===== config.mk =====
export PLATFORM = sky130hd
export DESIGN_NAME = lcd_frame_streamer_flat
export DESIGN_NICKNAME = d
export VERILOG_FILES = /design/src/rtl/lcd_frame_streamer_if.sv /design/src/rtl/lcd_frame_streamer.sv /design/src/flat_wrapper.sv
export SDC_FILE = /design/constraint.sdc
export NUM_CORES = 1
export LEC_CHECK = 0
export CELL_PAD_IN_SITES_DETAIL_PLACEMENT = 0
export CELL_PAD_IN_SITES_GLOBAL_PLACEMENT = 1
export CORE_MARGIN = 2
export CORE_UTILIZATION = 40
export CTS_CLUSTER_SIZE = 24
export DETAILED_ROUTE_END_ITERATION = 10
export PLACE_DENSITY_LB_ADDON = 0.1
export REMOVE_ABC_BUFFERS = 1
export SLEW_MARGIN = 20
export SYNTH_ARGS = -nofsm -noshare
export SYNTH_HDL_FRONTEND = slang
export SYNTH_SLANG_ARGS = --single-unit
export TNS_END_PERCENT = 1

===== constraint.sdc =====
create_clock -name clk -period 2.1 [get_ports clk]
set_input_delay 0.315 -clock clk [delete_from_list [all_inputs] [get_ports clk]]
set_output_delay 0.315 -clock clk [all_outputs]
set_load 0.05 [all_outputs]

===== src/rtl/lcd_frame_streamer_if.sv =====
`default_nettype none
//------------------------------------------------------------------------------
// Module   : lcd_frame_streamer_if
// Purpose  : Bundles the streamer's control handshake, pixel-source bus and
//            SPI panel pins. The master side is the streamer itself; the
//            slave side is the frame source / panel environment.
// Revision : 1.0 - initial release
//------------------------------------------------------------------------------
interface lcd_frame_streamer_if;
  logic        start;
  logic        busy;
  logic        frame_done;
  logic [7:0]  row_addr;
  logic [7:0]  col_addr;
  logic [15:0] pix_data;
  logic        lcd_clk_out;
  logic        lcd_data_out;
  logic        lcd_dc_out;
  logic        lcd_cs_n_out;

  modport master (
    input  start, pix_data,
    output busy, frame_done, row_addr, col_addr,
           lcd_clk_out, lcd_data_out, lcd_dc_out, lcd_cs_n_out
  );

  modport slave (
    output start, pix_data,
    input  busy, frame_done, row_addr, col_addr,
           lcd_clk_out, lcd_data_out, lcd_dc_out, lcd_cs_n_out
  );
endinterface
`default_nettype wire


===== src/rtl/lcd_frame_streamer.sv =====
`default_nettype none
//------------------------------------------------------------------------------
// Module   : lcd_frame_streamer
// Purpose  : Streams one full RGB565 frame to an SPI LCD panel: column and
//            row window commands, memory-write command, then every pixel in
//            row-major order, high byte first. SPI mode 0, MSB first.
// Revision : 1.0 - initial release
//------------------------------------------------------------------------------
module lcd_frame_streamer #(
  parameter int LCD_W   = 132,
  parameter int LCD_H   = 162,
  parameter int CLK_DIV = 4
) (
  input  wire logic                 clk,
  input  wire logic                 rst_n,
  lcd_frame_streamer_if.master      bus
);

  typedef enum logic [2:0] {
    S_IDLE  = 3'd0,
    S_CASET = 3'd1,
    S_RASET = 3'd2,
    S_RAMWR = 3'd3,
    S_PIXEL = 3'd4,
    S_DONE  = 3'd5
  } state_t;

  localparam logic [7:0]  c_COL_LAST = 8'(LCD_W - 1);
  localparam logic [7:0]  c_ROW_LAST = 8'(LCD_H - 1);
  localparam logic [15:0] c_DIV_LAST = 16'(CLK_DIV - 1);

  // Header byte table: index 0..10 covers CASET (0-4), RASET (5-9), RAMWR (10).
  // Bit 8 is the D/C level for that byte.
  function automatic logic [8:0] hdr_byte(input logic [3:0] idx);
    case (idx)
      4'd0:    hdr_byte = {1'b0, 8'h2A};
      4'd4:    hdr_byte = {1'b1, c_COL_LAST};
      4'd5:    hdr_byte = {1'b0, 8'h2B};
      4'd9:    hdr_byte = {1'b1, c_ROW_LAST};
      4'd10:   hdr_byte = {1'b0, 8'h2C};
      default: hdr_byte = {1'b1, 8'h00};
    endcase
  endfunction

  state_t      r_state;
  state_t      w_next;

  logic [15:0] r_div;
  logic        r_sclk;
  logic [2:0]  r_bit;
  logic [7:0]  r_shift;
  logic        r_dc;
  logic        r_cs_n;
  logic        r_busy;
  logic        r_done;
  logic [3:0]  r_idx;
  logic [7:0]  r_row;
  logic [7:0]  r_col;
  logic [15:0] r_hold;
  logic        r_lo;
  logic        r_last;
  logic        r_lat0;
  logic        r_lat1;

  logic        w_active;
  logic        w_accept;
  logic        w_bit_end;
  logic        w_byte_end;
  logic        w_frame_end;
  logic [8:0]  w_hdr_next;
  logic [8:0]  w_hdr_first;

  assign w_active    = (r_state == S_CASET) || (r_state == S_RASET) ||
                       (r_state == S_RAMWR) || (r_state == S_PIXEL);
  assign w_accept    = (r_state == S_IDLE) && bus.start;
  assign w_bit_end   = w_active && r_sclk && (r_div == c_DIV_LAST);
  assign w_byte_end  = w_bit_end && (r_bit == 3'd7);
  assign w_frame_end = w_byte_end && (r_state == S_PIXEL) && r_lo && r_last;
  assign w_hdr_next  = hdr_byte(r_idx + 4'd1);
  assign w_hdr_first = hdr_byte(4'd0);

  // State register.
  always_ff @(posedge clk or negedge rst_n) begin
    if (!rst_n) r_state <= S_IDLE;
    else        r_state <= w_next;
  end

  // Next-state decode: phases advance only on byte boundaries.
  always_comb begin
    w_next = r_state;
    case (r_state)
      S_IDLE:  if (bus.start) w_next = S_CASET;
      S_CASET: if (w_byte_end && (r_idx == 4'd4)) w_next = S_RASET;
      S_RASET: if (w_byte_end && (r_idx == 4'd9)) w_next = S_RAMWR;
      S_RAMWR: if (w_byte_end) w_next = S_PIXEL;
      S_PIXEL: if (w_frame_end) w_next = S_DONE;
      S_DONE:  w_next = S_IDLE;
      default: w_next = S_IDLE;
    endcase
  end

  // SPI shifter, byte sequencing, pixel addressing and frame status flags.
  // The next pixel address is issued at the start of each low byte; the
  // source answers one cycle later, so the holding register samples two
  // cycles after the address change, well before the low byte completes.
  always_ff @(posedge clk or negedge rst_n) begin
    if (!rst_n) begin
      r_div   <= '0;
      r_sclk  <= 1'b0;
      r_bit   <= '0;
      r_shift <= '0;
      r_dc    <= 1'b0;
      r_cs_n  <= 1'b1;
      r_busy  <= 1'b0;
      r_done  <= 1'b0;
      r_idx   <= '0;
      r_row   <= '0;
      r_col   <= '0;
      r_hold  <= '0;
      r_lo    <= 1'b0;
      r_last  <= 1'b0;
      r_lat0  <= 1'b0;
      r_lat1  <= 1'b0;
    end else begin
      r_done <= 1'b0;
      r_lat0 <= 1'b0;
      r_lat1 <= r_lat0;
      if (r_lat1) r_hold <= bus.pix_data;

      if (w_accept) begin
        r_cs_n  <= 1'b0;
        r_busy  <= 1'b1;
        r_sclk  <= 1'b0;
        r_div   <= '0;
        r_bit   <= '0;
        r_shift <= w_hdr_first[7:0];
        r_dc    <= w_hdr_first[8];
        r_idx   <= '0;
        r_row   <= '0;
        r_col   <= '0;
        r_lo    <= 1'b0;
        r_last  <= 1'b0;
        r_lat0  <= 1'b1;
      end else if (w_active) begin
        if (r_div != c_DIV_LAST) begin
          r_div <= r_div + 16'd1;
        end else begin
          r_div  <= '0;
          r_sclk <= ~r_sclk;
          if (r_sclk) begin
            if (r_bit != 3'd7) begin
              r_bit   <= r_bit + 3'd1;
              r_shift <= {r_shift[6:0], 1'b0};
            end else begin
              r_bit <= '0;
              if (w_frame_end) begin
                r_cs_n  <= 1'b1;
                r_busy  <= 1'b0;
                r_done  <= 1'b1;
                r_shift <= '0;
                r_dc    <= 1'b0;
              end else if ((r_state == S_PIXEL) && !r_lo) begin
                r_shift <= r_hold[7:0];
                r_dc    <= 1'b1;
                r_lo    <= 1'b1;
                if ((r_row == c_ROW_LAST) && (r_col == c_COL_LAST)) begin
                  r_last <= 1'b1;
                end else begin
                  r_lat0 <= 1'b1;
                  if (r_col == c_COL_LAST) begin
                    r_col <= '0;
                    r_row <= r_row + 8'd1;
                  end else begin
                    r_col <= r_col + 8'd1;
                  end
                end
              end else if ((r_state == S_RAMWR) || (r_state == S_PIXEL)) begin
                r_shift <= r_hold[15:8];
                r_dc    <= 1'b1;
                r_lo    <= 1'b0;
              end else begin
                r_idx   <= r_idx + 4'd1;
                r_shift <= w_hdr_next[7:0];
                r_dc    <= w_hdr_next[8];
              end
            end
          end
        end
      end
    end
  end

  assign bus.row_addr     = r_row;
  assign bus.col_addr     = r_col;
  assign bus.lcd_clk_out  = r_sclk;
  assign bus.lcd_data_out = r_shift[7];
  assign bus.lcd_dc_out   = r_dc;
  assign bus.lcd_cs_n_out = r_cs_n;
  assign bus.busy         = r_busy;
  assign bus.frame_done   = r_done;

endmodule
`default_nettype wire


===== src/flat_wrapper.sv =====
// flat-port wrapper written by rule: the top's interface ports become plain ports
module lcd_frame_streamer_flat 
#(
  parameter int LCD_W   = 132,
  parameter int LCD_H   = 162,
  parameter int CLK_DIV = 4
)
  (clk, rst_n, bus_start, bus_pix_data, bus_busy, bus_frame_done, bus_row_addr, bus_col_addr, bus_lcd_clk_out, bus_lcd_data_out, bus_lcd_dc_out, bus_lcd_cs_n_out);
  lcd_frame_streamer_if bus_i ();
  input  wire logic clk;
  input  wire logic rst_n;
  input wire logic [$bits(bus_i.start)-1:0] bus_start;
  input wire logic [$bits(bus_i.pix_data)-1:0] bus_pix_data;
  output wire logic [$bits(bus_i.busy)-1:0] bus_busy;
  output wire logic [$bits(bus_i.frame_done)-1:0] bus_frame_done;
  output wire logic [$bits(bus_i.row_addr)-1:0] bus_row_addr;
  output wire logic [$bits(bus_i.col_addr)-1:0] bus_col_addr;
  output wire logic [$bits(bus_i.lcd_clk_out)-1:0] bus_lcd_clk_out;
  output wire logic [$bits(bus_i.lcd_data_out)-1:0] bus_lcd_data_out;
  output wire logic [$bits(bus_i.lcd_dc_out)-1:0] bus_lcd_dc_out;
  output wire logic [$bits(bus_i.lcd_cs_n_out)-1:0] bus_lcd_cs_n_out;
  assign bus_i.start = bus_start;
  assign bus_i.pix_data = bus_pix_data;
  assign bus_busy = bus_i.busy;
  assign bus_frame_done = bus_i.frame_done;
  assign bus_row_addr = bus_i.row_addr;
  assign bus_col_addr = bus_i.col_addr;
  assign bus_lcd_clk_out = bus_i.lcd_clk_out;
  assign bus_lcd_data_out = bus_i.lcd_data_out;
  assign bus_lcd_dc_out = bus_i.lcd_dc_out;
  assign bus_lcd_cs_n_out = bus_i.lcd_cs_n_out;
  lcd_frame_streamer #(.LCD_W(LCD_W), .LCD_H(LCD_H), .CLK_DIV(CLK_DIV)) u_core (.clk(clk), .rst_n(rst_n), .bus(bus_i));
endmodule

==> flow_summary.json <==
{
  "outcome": "finished, final reports clean",
  "io_pins": 41,
  "power_density_nw_per_um2": 482,
  "antennaDiodeCount": 0,
  "nNetsFinal": 575,
  "finalHoldViolCount": 0,
  "gp_congestion": 0.845,
  "ys.flop_type": "dfrtp_1",
  "ir_drop_mv": 0.318,
  "row_count": 37,
  "p_leak_nw": 2.46,
  "drive_gt1_share_pct": 30.3,
  "drc_errors": 0,
  "end_kind": "flop",
  "cts_inserted_buffers": 9,
  "tightest_slew_ns": 0.636,
  "path_clk_slew_ns": 0.09,
  "path_buf_inv": 2,
  "relSlewSlack_pct": 57.6,
  "fin_crit_sh_pct": 99.2,
  "cp_top_family": "compound AO/OA/AOI/OAI gates",
  "syn_area_um2": 4120,
  "max-cap-violations": 0,
  "fp.dieW_um": 106,
  "slew_violations": 0,
  "netlist_instances": 435,
  "route.met2.wl_um": 4970,
  "crit_chain": "or3_2 -> o21ai_1 -> a21o_4 -> nor3_2 -> buf_4 -> buf_8 -> a31o_2",
  "via_count": 3578,
  "syn2layout_area_growth_pct": 37.3,
  "first_iter_violations": 165,
  "cts.htree.levels": 3,
  "wl_per_cell_um": 15.2,
  "cts-root-buf": "clkbuf_8",
  "required_ns": 2.35,
  "hold_class": "flop to flop",
  "final_cells": 687,
  "overflow": 0,
  "synthTopCellsByArea": "dfrtp_1 45%, mux2_2 4.9%, nand2_1 4.3%",
  "setup_tns_ns": 0,
  "dp.cells": 664,
  "dr.max_layer_used": "met4",
  "avgSynthCellArea_um2": 9.48,
  "antenna_left": 0,
  "crit_slowest_cell": "or3_2",
  "dieArea_um2": 11100,
  "start_kind": "flop",
  "clockBufferDepth": 2,
  "slowest_delay_ns": 0.51,
  "vias_per_cell": 5.21,
  "grt_first_pass_wirelength_um": 17700,
  "critPathArrivalTime_ns": 2.34,
  "async_flop_share_pct": 100,
  "ys_seq_elements": 75,
  "rsz0062_at_grt": "true",
  "first_global_vias": 3653,
  "synth_cell_types": 63,
  "setup_violations": 0,
  "routed_wl_um": 10400,
  "synth.yosys.warnings": 0,
  "wl_met3_um": 379,
  "path_class": "flop to flop",
  "clkLatencyLatePin_ns": 0.36,
  "drt_pass1_iterations": 4,
  "skew_ns": 0.0114,
  "yosysSeqAreaShare_pct": 45.6,
  "antenna_found_initial": 0,
  "synth_edf_count": 0,
  "cp_max_fo": 10,
  "globalRouteTotalUtil_pct": 20.0,
  "die_h_um": 106,
  "start_util_pct": 40.5,
  "reg2reg_setup_slack_ns": 0.02,
  "final_util_pct": 55.6,
  "io_buffer_count": 40,
  "min_period_ns": 2.08,
  "hpwl_um": 7430,
  "cts_tree": "built",
  "clock-sinks": 75,
  "coreArea_um2": 10200,
  "yosys.area.top_type_share_pct": 44.9,
  "grt_start_max_net_pins": 42,
  "max_freq_mhz": 480,
  "m1WireLength_um": 5050,
  "yosysTopAreaCell": "dfrtp_1"
}
-- what timing repair did --
item / 4_1_cts / 5_1_grt
hold buffers: 1 / 0
setup endpoints to repair: 26 / 34
hold endpoints to repair: 33 / 0
gates resized for setup: 17 / 48
pin swaps: 5 / 15
buffers inserted: 2 / 4
-- state kept, by name, summed over array words and instances, names as in the netlist --
signal and cells:
u_core.r_shift 8, u_core.r_lat0 1, u_core.bus.lcd_dc_out 1, u_core.bus.row_addr 8, u_core.r_bit 3, u_core.r_lat1 1
u_core.bus.lcd_cs_n_out 1, u_core.bus.frame_done 1, u_core.bus.lcd_clk_out 1, u_core.bus.busy 1, u_core.bus.col_addr 8, u_core.r_div 16
u_core.r_hold 16, u_core.r_state 3, u_core.r_last 1, u_core.r_lo 1, u_core.r_idx 4
-- cells in the mapped netlist (4+ instances only) --
master,number
a31oi_1,9
nor2b_1,4
xnor2_1,14
dfrtp_1,74
and3_1,11
nand2_1,47
a21oi_1,19
xor2_1,6
o31ai_1,4
nand4_1,7
ha_1,10
mux2_2,18
inv_1,13
nor2_1,43
nor3_1,7
nand3_1,22
nor4_1,8
o21ai_0,33
and4_1,5
clkbuf_1,11
nor3b_1,4
buf_2,4
-- layout by cell type (no fill, tap or decap), types with 3 or more instances in the layout --
master,netlist,routed
nor3_1,7,5
nor2b_1,4,4
xor2_1,6,6
mux2i_1,3,3
a21oi_1,19,16
clkdlybuf4s50_1,0,37
nand3b_1,3,3
inv_6,0,3
o22ai_1,3,3
ha_1,10,9
nor4_1,8,3
inv_1,13,12
mux2_2,18,17
and4_1,5,4
nor2_4,1,3
nor2_1,43,41
xnor2_1,14,14
nand2_1,47,44
nor4_2,0,4
buf_6,3,6
clkbuf_8,0,9
or3_1,3,3
a31oi_1,9,9
o21ai_0,33,27
buf_4,1,74
o31ai_1,4,3
o21ai_1,2,7
nand4_1,7,7
nand3_1,22,21
and3_1,11,10
dfrtp_1,74,73
-- path summary, 6_finish.rpt --
kind                                   startpoint                endpoint  cells after the start
max in group asynchronous                   rst_n           u_core.r_last                      3
worst max-delay path            u_core.r_state[1]  u_core.bus.row_addr[2]                      7
worst min-delay path                u_core.r_lat0           u_core.r_lat1                      0
worst max register to register  u_core.r_state[1]  u_core.bus.row_addr[2]                      7
worst min register to register      u_core.r_lat0           u_core.r_lat1                      0
min in group asynchronous                   rst_n         u_core.r_div[2]                      2
-- kinds of logic after synthesis --
group	synth area share [%]
compound gates	14.1
xor+xnor	4.25
fa+ha+maj	3.03
buf+inv	3.88
flops	45.6
mux	5.64
simple gates	23.5
-- layout make-up --
type | count | area, µm²
Clock buffer | 9 | 124
Clock inverter | 7 | 80.1
Fill cell | 949 | 4520
Inverter | 13 | 48.8
Multi-Input combinational cell | 326 | 2310
Sequential cell | 75 | 1880
Tap cell | 136 | 170
Timing Repair Buffer | 121 | 1050
-- power by group --
part | internal [mW] | leakage, nW | switching, mW | total (mW)
sequential | 1.46 | 0.902 | 0.00827 | 1.47
clock | 0.568 | 0.103 | 0.604 | 1.17
combinational | 0.0487 | 1.46 | 0.0412 | 0.0898
total | 2.07 | 2.46 | 0.653 | 2.73
-- layer usage --
metal  vias to the layer above  track usage, %
li1                       1783               -
met1                      1735            26.9
met2                        56            32.1
met3                         4            5.26
met4                         0            4.98
met5                         -               0
-- stage by stage --
stage	worst slack (ns)	hold slack (ns)	instance area, µm²	total power [mW]
finish	0.0168	0.355	5660	2.73
global route	-0.0761	0.368	5660	2.85
CTS	-0.0160	0.357	5450	2.77
detailed placement	-0.182	0.316	5140	1.59
global placement	-0.144	0.315	5140	1.59
floorplan	-0.532	0.0194	4010	1.51
No activity file was read; power rests on OpenSTA's default activity.
